`config.mk`:
```
export PLATFORM = sky130hd
export DESIGN_NAME = ma_stage_flat
export DESIGN_NICKNAME = d
export VERILOG_FILES = /design/src/rtl/ma_stage_pkg.sv /design/src/rtl/ma_stage_if.sv /design/src/rtl/ma_store_align.sv /design/src/rtl/ma_stage.sv /design/src/flat_wrapper.sv
export SDC_FILE = /design/constraint.sdc
export NUM_CORES = 1
export LEC_CHECK = 0
export CAP_MARGIN = 30
export CORE_MARGIN = 8
export CORE_UTILIZATION = 46
export DETAILED_ROUTE_END_ITERATION = 6
export PLACE_DENSITY_LB_ADDON = 0.05
export SETUP_SLACK_MARGIN = 0.15
export SYNTH_ARGS = -nofsm -noshare
export SYNTH_HDL_FRONTEND = slang
export SYNTH_SLANG_ARGS = --single-unit
```
`constraint.sdc`:
```
create_clock -name clk -period 4.55 [get_ports clk]
set_clock_uncertainty 0.1 [all_clocks]
set_input_delay 1.1375 -clock clk [delete_from_list [all_inputs] [get_ports clk]]
set_output_delay 1.1375 -clock clk [all_outputs]
set_load 0.02 [all_outputs]
```
`src/rtl/ma_stage_pkg.sv`:
```
// Shared definitions for the memory-access stage: one-hot load/store bit
// positions, the request FSM encoding and the latched instruction record.
// Imported by ma_store_align and ma_stage.
package ma_stage_pkg;

    localparam int LOAD_W  = 7;
    localparam int STORE_W = 5;

    // align_load one-hot bit positions, MSB first: {lw,lb,lbu,lh,lhu,lwl,lwr}
    localparam int LD_LW  = 6;
    localparam int LD_LB  = 5;
    localparam int LD_LBU = 4;
    localparam int LD_LH  = 3;
    localparam int LD_LHU = 2;
    localparam int LD_LWL = 1;
    localparam int LD_LWR = 0;

    // align_store one-hot bit positions, MSB first: {sw,sb,sh,swl,swr}
    localparam int ST_SW  = 4;
    localparam int ST_SB  = 3;
    localparam int ST_SH  = 2;
    localparam int ST_SWL = 1;
    localparam int ST_SWR = 0;

    typedef enum logic {
        MA_IDLE = 1'b0,   // no request in flight
        MA_REQ  = 1'b1    // request asserted, waiting for data_addr_ok
    } ma_state_e;

    // Everything captured from EX on the input handshake.
    typedef struct packed {
        logic [31:0]        pc;
        logic [31:0]        rf_b;
        logic [31:0]        alu_res;
        logic [4:0]         rf_waddr;
        logic [2:0]         rf_wdata_src;
        logic               rf_wen;
        logic               mem_read;
        logic [LOAD_W-1:0]  align_load;
        logic               mem_write;
        logic [STORE_W-1:0] align_store;
    } ma_inst_t;

    // Loads and stores always address the containing word.
    function automatic logic [31:0] word_addr(input logic [31:0] addr);
        return {addr[31:2], 2'b00};
    endfunction

endpackage

```
`src/rtl/ma_stage_if.sv`:
```
// Data-interlayer request channel between MA (master) and the interlayer (slave).
// Latency: none, wires only. Backpressure: the request holds until data_addr_ok.
// Signals: data_req/data_wr/data_wstrb/data_addr/data_wdata out of MA, data_addr_ok back.
interface ma_stage_if;

    logic        data_req;
    logic        data_wr;
    logic [3:0]  data_wstrb;
    logic [31:0] data_addr;
    logic [31:0] data_wdata;
    logic        data_addr_ok;

    modport master (
        output data_req, data_wr, data_wstrb, data_addr, data_wdata,
        input  data_addr_ok
    );

    modport slave (
        input  data_req, data_wr, data_wstrb, data_addr, data_wdata,
        output data_addr_ok
    );

endinterface

```
`src/rtl/ma_store_align.sv`:
```
// Store byte-lane alignment: turns store type + address low bits into strobes and lane data.
// Latency: purely combinational.
// Backpressure: none; no handshake.
// Ports: align_store (one-hot {sw,sb,sh,swl,swr}), a (addr[1:0]), b (register B) -> wstrb, wdata.
module ma_store_align
    import ma_stage_pkg::*;
(
    input  logic [STORE_W-1:0] align_store,
    input  logic [1:0]         a,
    input  logic [31:0]        b,
    output logic [3:0]         wstrb,
    output logic [31:0]        wdata
);

    always_comb begin
        wstrb = 4'b0000;
        wdata = 32'h0;
        if (align_store[ST_SW]) begin
            wstrb = 4'b1111;
            wdata = b;
        end else if (align_store[ST_SB]) begin
            wstrb = 4'b0001 << a;
            wdata = {4{b[7:0]}};
        end else if (align_store[ST_SH]) begin
            wstrb = a[1] ? 4'b1100 : 4'b0011;
            wdata = {2{b[15:0]}};
        end else if (align_store[ST_SWL]) begin
            // swl writes the high-order bytes of B into the low lanes up to a
            case (a)
                2'd0:    begin wstrb = 4'b0001; wdata = b >> 24; end
                2'd1:    begin wstrb = 4'b0011; wdata = b >> 16; end
                2'd2:    begin wstrb = 4'b0111; wdata = b >> 8;  end
                default: begin wstrb = 4'b1111; wdata = b;       end
            endcase
        end else if (align_store[ST_SWR]) begin
            // swr writes the low-order bytes of B into the lanes from a upward
            case (a)
                2'd0:    begin wstrb = 4'b1111; wdata = b;       end
                2'd1:    begin wstrb = 4'b1110; wdata = b << 8;  end
                2'd2:    begin wstrb = 4'b1100; wdata = b << 16; end
                default: begin wstrb = 4'b1000; wdata = b << 24; end
            endcase
        end
    end

endmodule

```
`src/rtl/ma_stage.sv`:
```
// Memory-access pipeline stage between EX and WB; issues one word-aligned data request per load/store.
// Latency: 1 cycle for non-memory ops; memory ops leave on the data_addr_ok edge (>= 1 cycle).
// Backpressure: holds while WB_enable is low or the address is not accepted; MA_enable gates EX.
// Ports: clk, rst_p (sync, active-high); EX side EX_ready/MA_enable + *_in fields;
//        WB side WB_enable/MA_ready + *_out fields; dbus (ma_stage_if.master) to the interlayer;
//        valid_out for hazard logic. Optional MA_ADDR_EXC_EN adds exc_out/badvaddr_out and
//        suppresses requests for misaligned lw/sw/lh/lhu/sh.
module ma_stage
    import ma_stage_pkg::*;
(
    input  logic               clk,
    input  logic               rst_p,

    input  logic               EX_ready,
    output logic               MA_enable,
    input  logic [31:0]        rf_B_in,
    input  logic [31:0]        alu_res_in,
    input  logic [31:0]        EX_PC,
    input  logic [4:0]         rf_waddr_in,
    input  logic [2:0]         rf_wdata_src_in,
    input  logic               rf_wen_in,
    input  logic               mem_read_in,
    input  logic [LOAD_W-1:0]  align_load_in,
    input  logic               mem_write_in,
    input  logic [STORE_W-1:0] align_store_in,

    input  logic               WB_enable,
    output logic               MA_ready,
    output logic [31:0]        rf_B_out,
    output logic [31:0]        alu_res_out,
    output logic [31:0]        MA_PC,
    output logic [4:0]         rf_waddr_out,
    output logic [2:0]         rf_wdata_src_out,
    output logic               rf_wen_out,
    output logic               mem_read_out,
    output logic [LOAD_W-1:0]  align_load_out,

    ma_stage_if.master         dbus,

    output logic               valid_out
`ifdef MA_ADDR_EXC_EN
    ,
    output logic               exc_out,
    output logic [31:0]        badvaddr_out
`endif
);

    ma_inst_t  inst_q;
    logic      valid_q;
    logic      req_done_q;   // this instruction's address was already accepted
    ma_state_e state_q, state_d;

    logic       comming, leaving;
    logic       is_mem, misalign, mem_go, req_cond, req;
    logic [1:0] a;
    logic [3:0] st_wstrb;
    logic [31:0] st_wdata;

    assign a      = inst_q.alu_res[1:0];
    assign is_mem = inst_q.mem_read || inst_q.mem_write;

`ifdef MA_ADDR_EXC_EN
    // Only the naturally aligned accesses can fault; lwl/lwr/swl/swr never do.
    assign misalign = ((inst_q.align_load[LD_LW] || inst_q.align_store[ST_SW]) && (a != 2'd0))
                   || ((inst_q.align_load[LD_LH] || inst_q.align_load[LD_LHU]
                        || inst_q.align_store[ST_SH]) && a[0]);
    assign exc_out      = valid_q && misalign;
    assign badvaddr_out = inst_q.alu_res;
`else
    assign misalign = 1'b0;
`endif

    // A faulting access is retired as a plain non-memory op.
    assign mem_go   = is_mem && !misalign;
    assign req_cond = valid_q && mem_go && WB_enable && !req_done_q;

    // Request FSM: the request goes out combinationally in the first cycle it is
    // possible, so an immediate addr_ok never visits REQ.
    always_comb begin
        state_d = state_q;
        req     = 1'b0;
        case (state_q)
            MA_IDLE: begin
                if (req_cond) begin
                    req = 1'b1;
                    if (!dbus.data_addr_ok) state_d = MA_REQ;
                end
            end
            MA_REQ: begin
                req = 1'b1;
                if (dbus.data_addr_ok) state_d = MA_IDLE;
            end
            default: state_d = MA_IDLE;
        endcase
    end

    always_ff @(posedge clk) begin
        if (rst_p) state_q <= MA_IDLE;
        else       state_q <= state_d;
    end

    // Leaving on the address-accept edge hands the load to WB before its data can return.
    assign leaving   = valid_q && WB_enable
                    && (!mem_go || req_done_q || (req && dbus.data_addr_ok));
    assign MA_enable = !valid_q || leaving;
    assign MA_ready  = leaving;
    assign comming   = MA_enable && EX_ready;

    always_ff @(posedge clk) begin
        if (rst_p) begin
            inst_q     <= '0;
            valid_q    <= 1'b0;
            req_done_q <= 1'b0;
        end else begin
            if (comming) begin
                inst_q <= '{pc:           EX_PC,
                            rf_b:         rf_B_in,
                            alu_res:      alu_res_in,
                            rf_waddr:     rf_waddr_in,
                            rf_wdata_src: rf_wdata_src_in,
                            rf_wen:       rf_wen_in,
                            mem_read:     mem_read_in,
                            align_load:   align_load_in,
                            mem_write:    mem_write_in,
                            align_store:  align_store_in};
                valid_q    <= 1'b1;
                req_done_q <= 1'b0;
            end else begin
                if (leaving) valid_q <= 1'b0;
                // Guards against re-issuing if the address was taken while WB stalled.
                if (req && dbus.data_addr_ok && !leaving) req_done_q <= 1'b1;
            end
        end
    end

    ma_store_align u_store_align (
        .align_store (inst_q.mem_write ? inst_q.align_store : {STORE_W{1'b0}}),
        .a           (a),
        .b           (inst_q.rf_b),
        .wstrb       (st_wstrb),
        .wdata       (st_wdata)
    );

    assign dbus.data_req   = req;
    assign dbus.data_wr    = inst_q.mem_write;
    assign dbus.data_addr  = word_addr(inst_q.alu_res);
    assign dbus.data_wstrb = st_wstrb;
    assign dbus.data_wdata = st_wdata;

    assign valid_out        = valid_q;
    assign rf_B_out         = inst_q.rf_b;
    assign alu_res_out      = inst_q.alu_res;
    assign MA_PC            = inst_q.pc;
    assign rf_waddr_out     = inst_q.rf_waddr;
    assign rf_wdata_src_out = inst_q.rf_wdata_src;
    assign rf_wen_out       = inst_q.rf_wen && !misalign;
    assign mem_read_out     = inst_q.mem_read && !misalign;
    assign align_load_out   = inst_q.align_load;

endmodule

```
`src/flat_wrapper.sv`:
```
// flat-port wrapper written by rule: the top's interface ports become plain ports
module ma_stage_flat import ma_stage_pkg::*;
  (clk, rst_p, EX_ready, MA_enable, rf_B_in, alu_res_in, EX_PC, rf_waddr_in, rf_wdata_src_in, rf_wen_in, mem_read_in, align_load_in, mem_write_in, align_store_in, WB_enable, MA_ready, rf_B_out, alu_res_out, MA_PC, rf_waddr_out, rf_wdata_src_out, rf_wen_out, mem_read_out, align_load_out, valid_out, dbus_data_req, dbus_data_wr, dbus_data_wstrb, dbus_data_addr, dbus_data_wdata, dbus_data_addr_ok);
  ma_stage_if dbus_i ();
  input  logic clk;
  input  logic rst_p;
  input  logic EX_ready;
  output logic MA_enable;
  input  logic [31:0] rf_B_in;
  input  logic [31:0] alu_res_in;
  input  logic [31:0] EX_PC;
  input  logic [4:0] rf_waddr_in;
  input  logic [2:0] rf_wdata_src_in;
  input  logic rf_wen_in;
  input  logic mem_read_in;
  input  logic [LOAD_W-1:0] align_load_in;
  input  logic mem_write_in;
  input  logic [STORE_W-1:0] align_store_in;
  input  logic WB_enable;
  output logic MA_ready;
  output logic [31:0] rf_B_out;
  output logic [31:0] alu_res_out;
  output logic [31:0] MA_PC;
  output logic [4:0] rf_waddr_out;
  output logic [2:0] rf_wdata_src_out;
  output logic rf_wen_out;
  output logic mem_read_out;
  output logic [LOAD_W-1:0] align_load_out;
  output logic valid_out;
  output wire logic [$bits(dbus_i.data_req)-1:0] dbus_data_req;
  output wire logic [$bits(dbus_i.data_wr)-1:0] dbus_data_wr;
  output wire logic [$bits(dbus_i.data_wstrb)-1:0] dbus_data_wstrb;
  output wire logic [$bits(dbus_i.data_addr)-1:0] dbus_data_addr;
  output wire logic [$bits(dbus_i.data_wdata)-1:0] dbus_data_wdata;
  input wire logic [$bits(dbus_i.data_addr_ok)-1:0] dbus_data_addr_ok;
  assign dbus_data_req = dbus_i.data_req;
  assign dbus_data_wr = dbus_i.data_wr;
  assign dbus_data_wstrb = dbus_i.data_wstrb;
  assign dbus_data_addr = dbus_i.data_addr;
  assign dbus_data_wdata = dbus_i.data_wdata;
  assign dbus_i.data_addr_ok = dbus_data_addr_ok;
  ma_stage u_core (.clk(clk), .rst_p(rst_p), .EX_ready(EX_ready), .MA_enable(MA_enable), .rf_B_in(rf_B_in), .alu_res_in(alu_res_in), .EX_PC(EX_PC), .rf_waddr_in(rf_waddr_in), .rf_wdata_src_in(rf_wdata_src_in), .rf_wen_in(rf_wen_in), .mem_read_in(mem_read_in), .align_load_in(align_load_in), .mem_write_in(mem_write_in), .align_store_in(align_store_in), .WB_enable(WB_enable), .MA_ready(MA_ready), .rf_B_out(rf_B_out), .alu_res_out(alu_res_out), .MA_PC(MA_PC), .rf_waddr_out(rf_waddr_out), .rf_wdata_src_out(rf_wdata_src_out), .rf_wen_out(rf_wen_out), .mem_read_out(mem_read_out), .align_load_out(align_load_out), .dbus(dbus_i), .valid_out(valid_out));
endmodule
```
## Yosys cells after proc, flatten, opt, wreduce, memory -nomap -nowiden

Index checks and enable logic that the tools add are counted.

- Logic and storage cells: 59
- Register bits after elaboration: 122

- Shifts and indexed selects: 1
- Mux-type cells: 23
- Reductions and logical operators: 19
- Bitwise gates (word level): 1
- Eq/ne operators: 2

Operator list:

| cell | number |
|---|---|
| 32-bit case mux with 3 select lines | 2 |
| 32-bit two-way mux | 5 |
| 4-bit two-way mux | 6 |
| 4-bit case mux with 3 select lines | 1 |
| 3-bit case mux with 3 select lines | 1 |
| 1-bit logical AND | 8 |
| 1-bit two-way mux | 5 |
| 5-bit two-way mux | 1 |
| 1-bit zero test | 4 |
| 1-bit logical OR | 4 |
| 1-bit case mux with 2 select lines | 2 |
| 1-bit by 2-bit << shifter with 4-bit output, first input constant | 1 |
| 2-bit by 1-bit equality test with 1-bit output, second input constant | 1 |
| 2-bit equality test, second input constant | 1 |
| 2-bit zero test | 1 |
| 2-bit nonzero test | 1 |
| 2-bit OR reduction | 1 |
| 1-bit inverter | 1 |

## Longest topological paths before layout

- Depth after elaboration: 12
- Mapped depth: 7
- Depth with buffers taken out: 5

## Hierarchy

Synthesis repeated with hierarchy kept, for this count alone.

- Cell total of the unflattened synthesis: 902
- Area total of the unflattened synthesis: 8236.6 um^2

By module, submodules not included:

| module | area each (um^2) | cells each | seq. area each (um^2) | times used |
|---|---|---|---|---|
| ma_stage | 6682.7 | 683 | 2442.3 | 1 |
| ma_store_align | 1554.0 | 219 | 0.0 | 1 |

## Worst setup path after synthesis

No wires, ideal clock.

- Path type: register -> output
- Start: register u_core.inst_q (netlist bit u_core.dbus.data_wr)
- End: output port dbus_data_wdata[24]
- Arrival time: 1.779 ns
- Cell stages (with the launch flop): 5
- Slack: 1.533 ns
- Data required time: 3.313 ns
- Path through: dfxtp_1 buf_2 nor3b_1 o21ai_0 o21ai_0

- Cells in the longest elaborated chain, start to end: 6

Ends and longest elaborated chain:

| item | RTL line | source |
|---|---|---|
| start, declared | ma_stage.sv:48 | `ma_inst_t inst_q;` |
| start signal, assigned | ma_stage.sv:116 | `inst_q <= '{pc: EX_PC,` |
| 5-bit two-way mux * | ma_stage.sv:137 | `.align_store (inst_q.mem_write ? inst_q.align_store : {STORE_W{1'b0}}),` |
| 32-bit two-way mux | ma_store_align.sv:35 | `end else if (align_store[ST_SWR]) begin` |
| 32-bit two-way mux | ma_store_align.sv:27 | `end else if (align_store[ST_SWL]) begin` |
| 32-bit two-way mux | ma_store_align.sv:24 | `end else if (align_store[ST_SH]) begin` |
| 32-bit two-way mux | ma_store_align.sv:21 | `end else if (align_store[ST_SB]) begin` |
| 32-bit two-way mux * | ma_store_align.sv:18 | `if (align_store[ST_SW]) begin` |
| end, declared | flat_wrapper.sv:34 | `output wire logic [$bits(dbus_i.data_wdata)-1:0] dbus_data_wdata;` |

Every way passes the cells marked *; elsewhere a longest branch is shown, timed or not.

## Worst setup path after layout

- Start: register u_core.inst_q[2] in the netlist's numbering
- End: output port dbus_data_wdata[7]

- Cells in the longest elaborated chain, start to end: 4

Ends and longest elaborated chain:

| item | RTL line |
|---|---|
| 5-bit two-way mux | ma_stage.sv:137 |
| 32-bit two-way mux | ma_store_align.sv:24 |
| 32-bit two-way mux | ma_store_align.sv:21 |
| 32-bit two-way mux | ma_store_align.sv:18 |

No other way between the ends.

==> results.ini <==
[logic_synthesis]
synth_seq_cells=122
synthArstFlopShare=0
ys_types=53
postSynthCellCount=951
ys_warn_count=0
synth_edf_count=0
synth_ff_type=dfxtp_1
syn_area_per_cell_um2=7.43
ys_seq_area_frac=0.346
netlist_area_um2=7060

[clock_network]
cts_buffer_depth=2
htree_levels=4
cts_tree=built
clk_pin_slew_worst_paths_ps=50
cts_made_buffers=17
clk_latency_ps=410
cts_root_buffer=clkbuf_16
clock-sinks=122
cts_setup_buffers=0

[setup_path]
worstRegToRegCells=8
path_cells=o31a_1, nor2b_1, a22o_1, clkdlybuf4s50_1
cp.required_ps=3310
crit_path_end_kind=output pin
path_max_fanout=15
cp_slowest_stage_delay_ps=650
r2r_setup_slack_ps=1700
critPathArrivalTime_ps=3020
crit_type=flip-flop to output pin
start_kind=flip-flop
crit_path_top_delay_cell=nor2b_1

[die]
core_um2=15100
dieArea_um2=19600
die_w_um=140
initial_core_util=0.468
pin_count=310
rows=45
die_y_um=140

[route]
drc=0
routed_wl_um=24100
post_drt_wl_per_cell_um=18.9
vias=6822
ant_nets=0
drt_iter0_drc=663
firstDrtPassIters=5
avgViaCountPerCell=5.33

[sta]
fmaxAchievable_ghz=0.235
rsz0062_at_grt=no
setup_viol_count_final=0
fin_crit_sh=0.935
fin_setup_tns_ps=0
timing_worst_slew_pin_value_ps=747
relSlewSlack=0.501
final-hold-violation-count=0
slew_violations=0
period_needed_ps=4250
hold_slack_ps=350

[grt]
antenna_found_initial=1
grt_max_degree=86
grt_pass1_vias=6580
grt.overflow.total=0
track_usage=0.242
grt_first_pass_wirelength_um=37600

[outcome]
status=complete, no violations

[final_layout]
post-route-util=0.646
syn_to_final_growth_pct=37.9
nets=1202
drive_above_1_share=0.0577
stdcell_count=1279
diodes=0

[power]
p_per_area_nw_per_um2=342
total_power_w=0.00333
peakVddDrop_mv=0.306
leakage_nw=3.59

[placement]
dp_cells=1247
io_buffers=307
routabilityCongestion=0.918
hpwlAfterDp_um=17600

[min_path]
hold_depth=2
min_path_type=flip-flop to flip-flop

[flow_run]
maxCapViolCount=0

[repair_timing]
action | 4_1_cts | 5_1_grt
setup endpoints to repair | 0 | 6
resized for setup | 0 | 1
hold buffers | 0 | 0
[critical path: cells and delay by family, from the launching register on]
kind	cells	cell delay [ps]
simple gates	1	650
compound gates	2	810
flops	1	510
buf+inv	1	630
[cell families after synthesis]
family	synth area share
AND/OR/NAND/NOR	0.201
AO/OA/AOI/OAI	0.211
buffers and inverters	0.204
flip-flops	0.346
multiplexers	0.0374
other	0.000531
[where the power goes]
part	switching, W	internal [W]
registers	0.0000848	0.00113
logic	0.000330	0.000314
clock network	0.000487	0.000979
[sequential cells by signal, indices dropped and copies added (netlist names), 3 cells and up]
signal and flops:
u_core.rf_B_out 32, u_core.align_load_out 7, u_core.MA_PC 32, u_core.inst_q 5
u_core.rf_waddr_out 5, u_core.rf_wdata_src_out 3, u_core.alu_res_out 32
[cells in the mapped netlist, types with 2 or more instances]
cell	n	share of area
mux2i_1	23	0.033
o21ai_1	7	0.0050
buf_1	2	0.0011
and2_1	2	0.0018
nand3b_1	2	0.0021
buf_6	3	0.0048
or2_2	2	0.0018
clkbuf_1	33	0.018
nand2_1	270	0.14
a21oi_1	134	0.095
o21bai_1	2	0.0021
a211o_1	7	0.0087
buf_2	32	0.023
a221oi_1	14	0.017
nor3b_1	2	0.0021
o31a_1	2	0.0025
nor2_1	17	0.0090
nand2b_1	5	0.0044
buf_4	146	0.16
a22oi_1	9	0.0096
nor2b_1	6	0.0053
o2bb2ai_1	6	0.0074
a211oi_1	2	0.0021
nand3_1	18	0.013
nor3_1	9	0.0064
a22o_1	21	0.026
dfxtp_1	122	0.35
a31oi_1	2	0.0018
o21ai_0	27	0.019
[cells in the final DEF, fill, tap and decap left out, types with 3 or more instances in the layout]
master and instances:
o21ai_0 27, clkinv_4 3, clkbuf_8 4, mux2i_1 23, nand2_1 270, a211o_1 7, a21oi_1 134, bufinv_16 4
buf_4 17, a22oi_1 9, nor2_1 17, a221oi_1 14, o2bb2ai_1 6, dfxtp_1 121, o21ai_1 7, a22o_1 21
clkbuf_16 17, nor2b_1 6, clkdlybuf4s50_1 306, nor3_1 9, nand2b_1 5, nand3_1 18
[metal layers]
metal  vias up  routed length (um)  part of all wire  global-route usage
met1      3146                9110              0.38               0.272
met2       343               11900              0.49               0.404
met3        21                2850              0.12               0.115
met4         2                 277             0.011              0.0600
met5         -                  13           0.00054                   0
li1       3310                   -                 -                   -
[stage by stage]
step	instance area (um^2)	setup slack, ps
floorplan	7070	1530
global placement	9090	690
detailed placement	9090	686
CTS	9740	281
global route	9740	214
finish	9740	297
[area by class of cell]
class,instances,area [um^2]
Sequential cell,122,2440
Fill cell,1355,5350
Clock buffer,23,488
Tap cell,188,235
Timing Repair Buffer,324,3210
Multi-Input combinational cell,612,3200
Inverter,1,3.75
Clock inverter,9,160
[worst paths after layout]
check                            from                  to
hold / removal       u_core.MA_PC[16]    u_core.MA_PC[16]
setup reg to reg  u_core.dbus.data_wr    u_core.MA_PC[11]
setup / recovery     u_core.inst_q[2]  dbus_data_wdata[7]
hold reg to reg      u_core.MA_PC[16]    u_core.MA_PC[16]
Power figures use the tool's default switching activity.
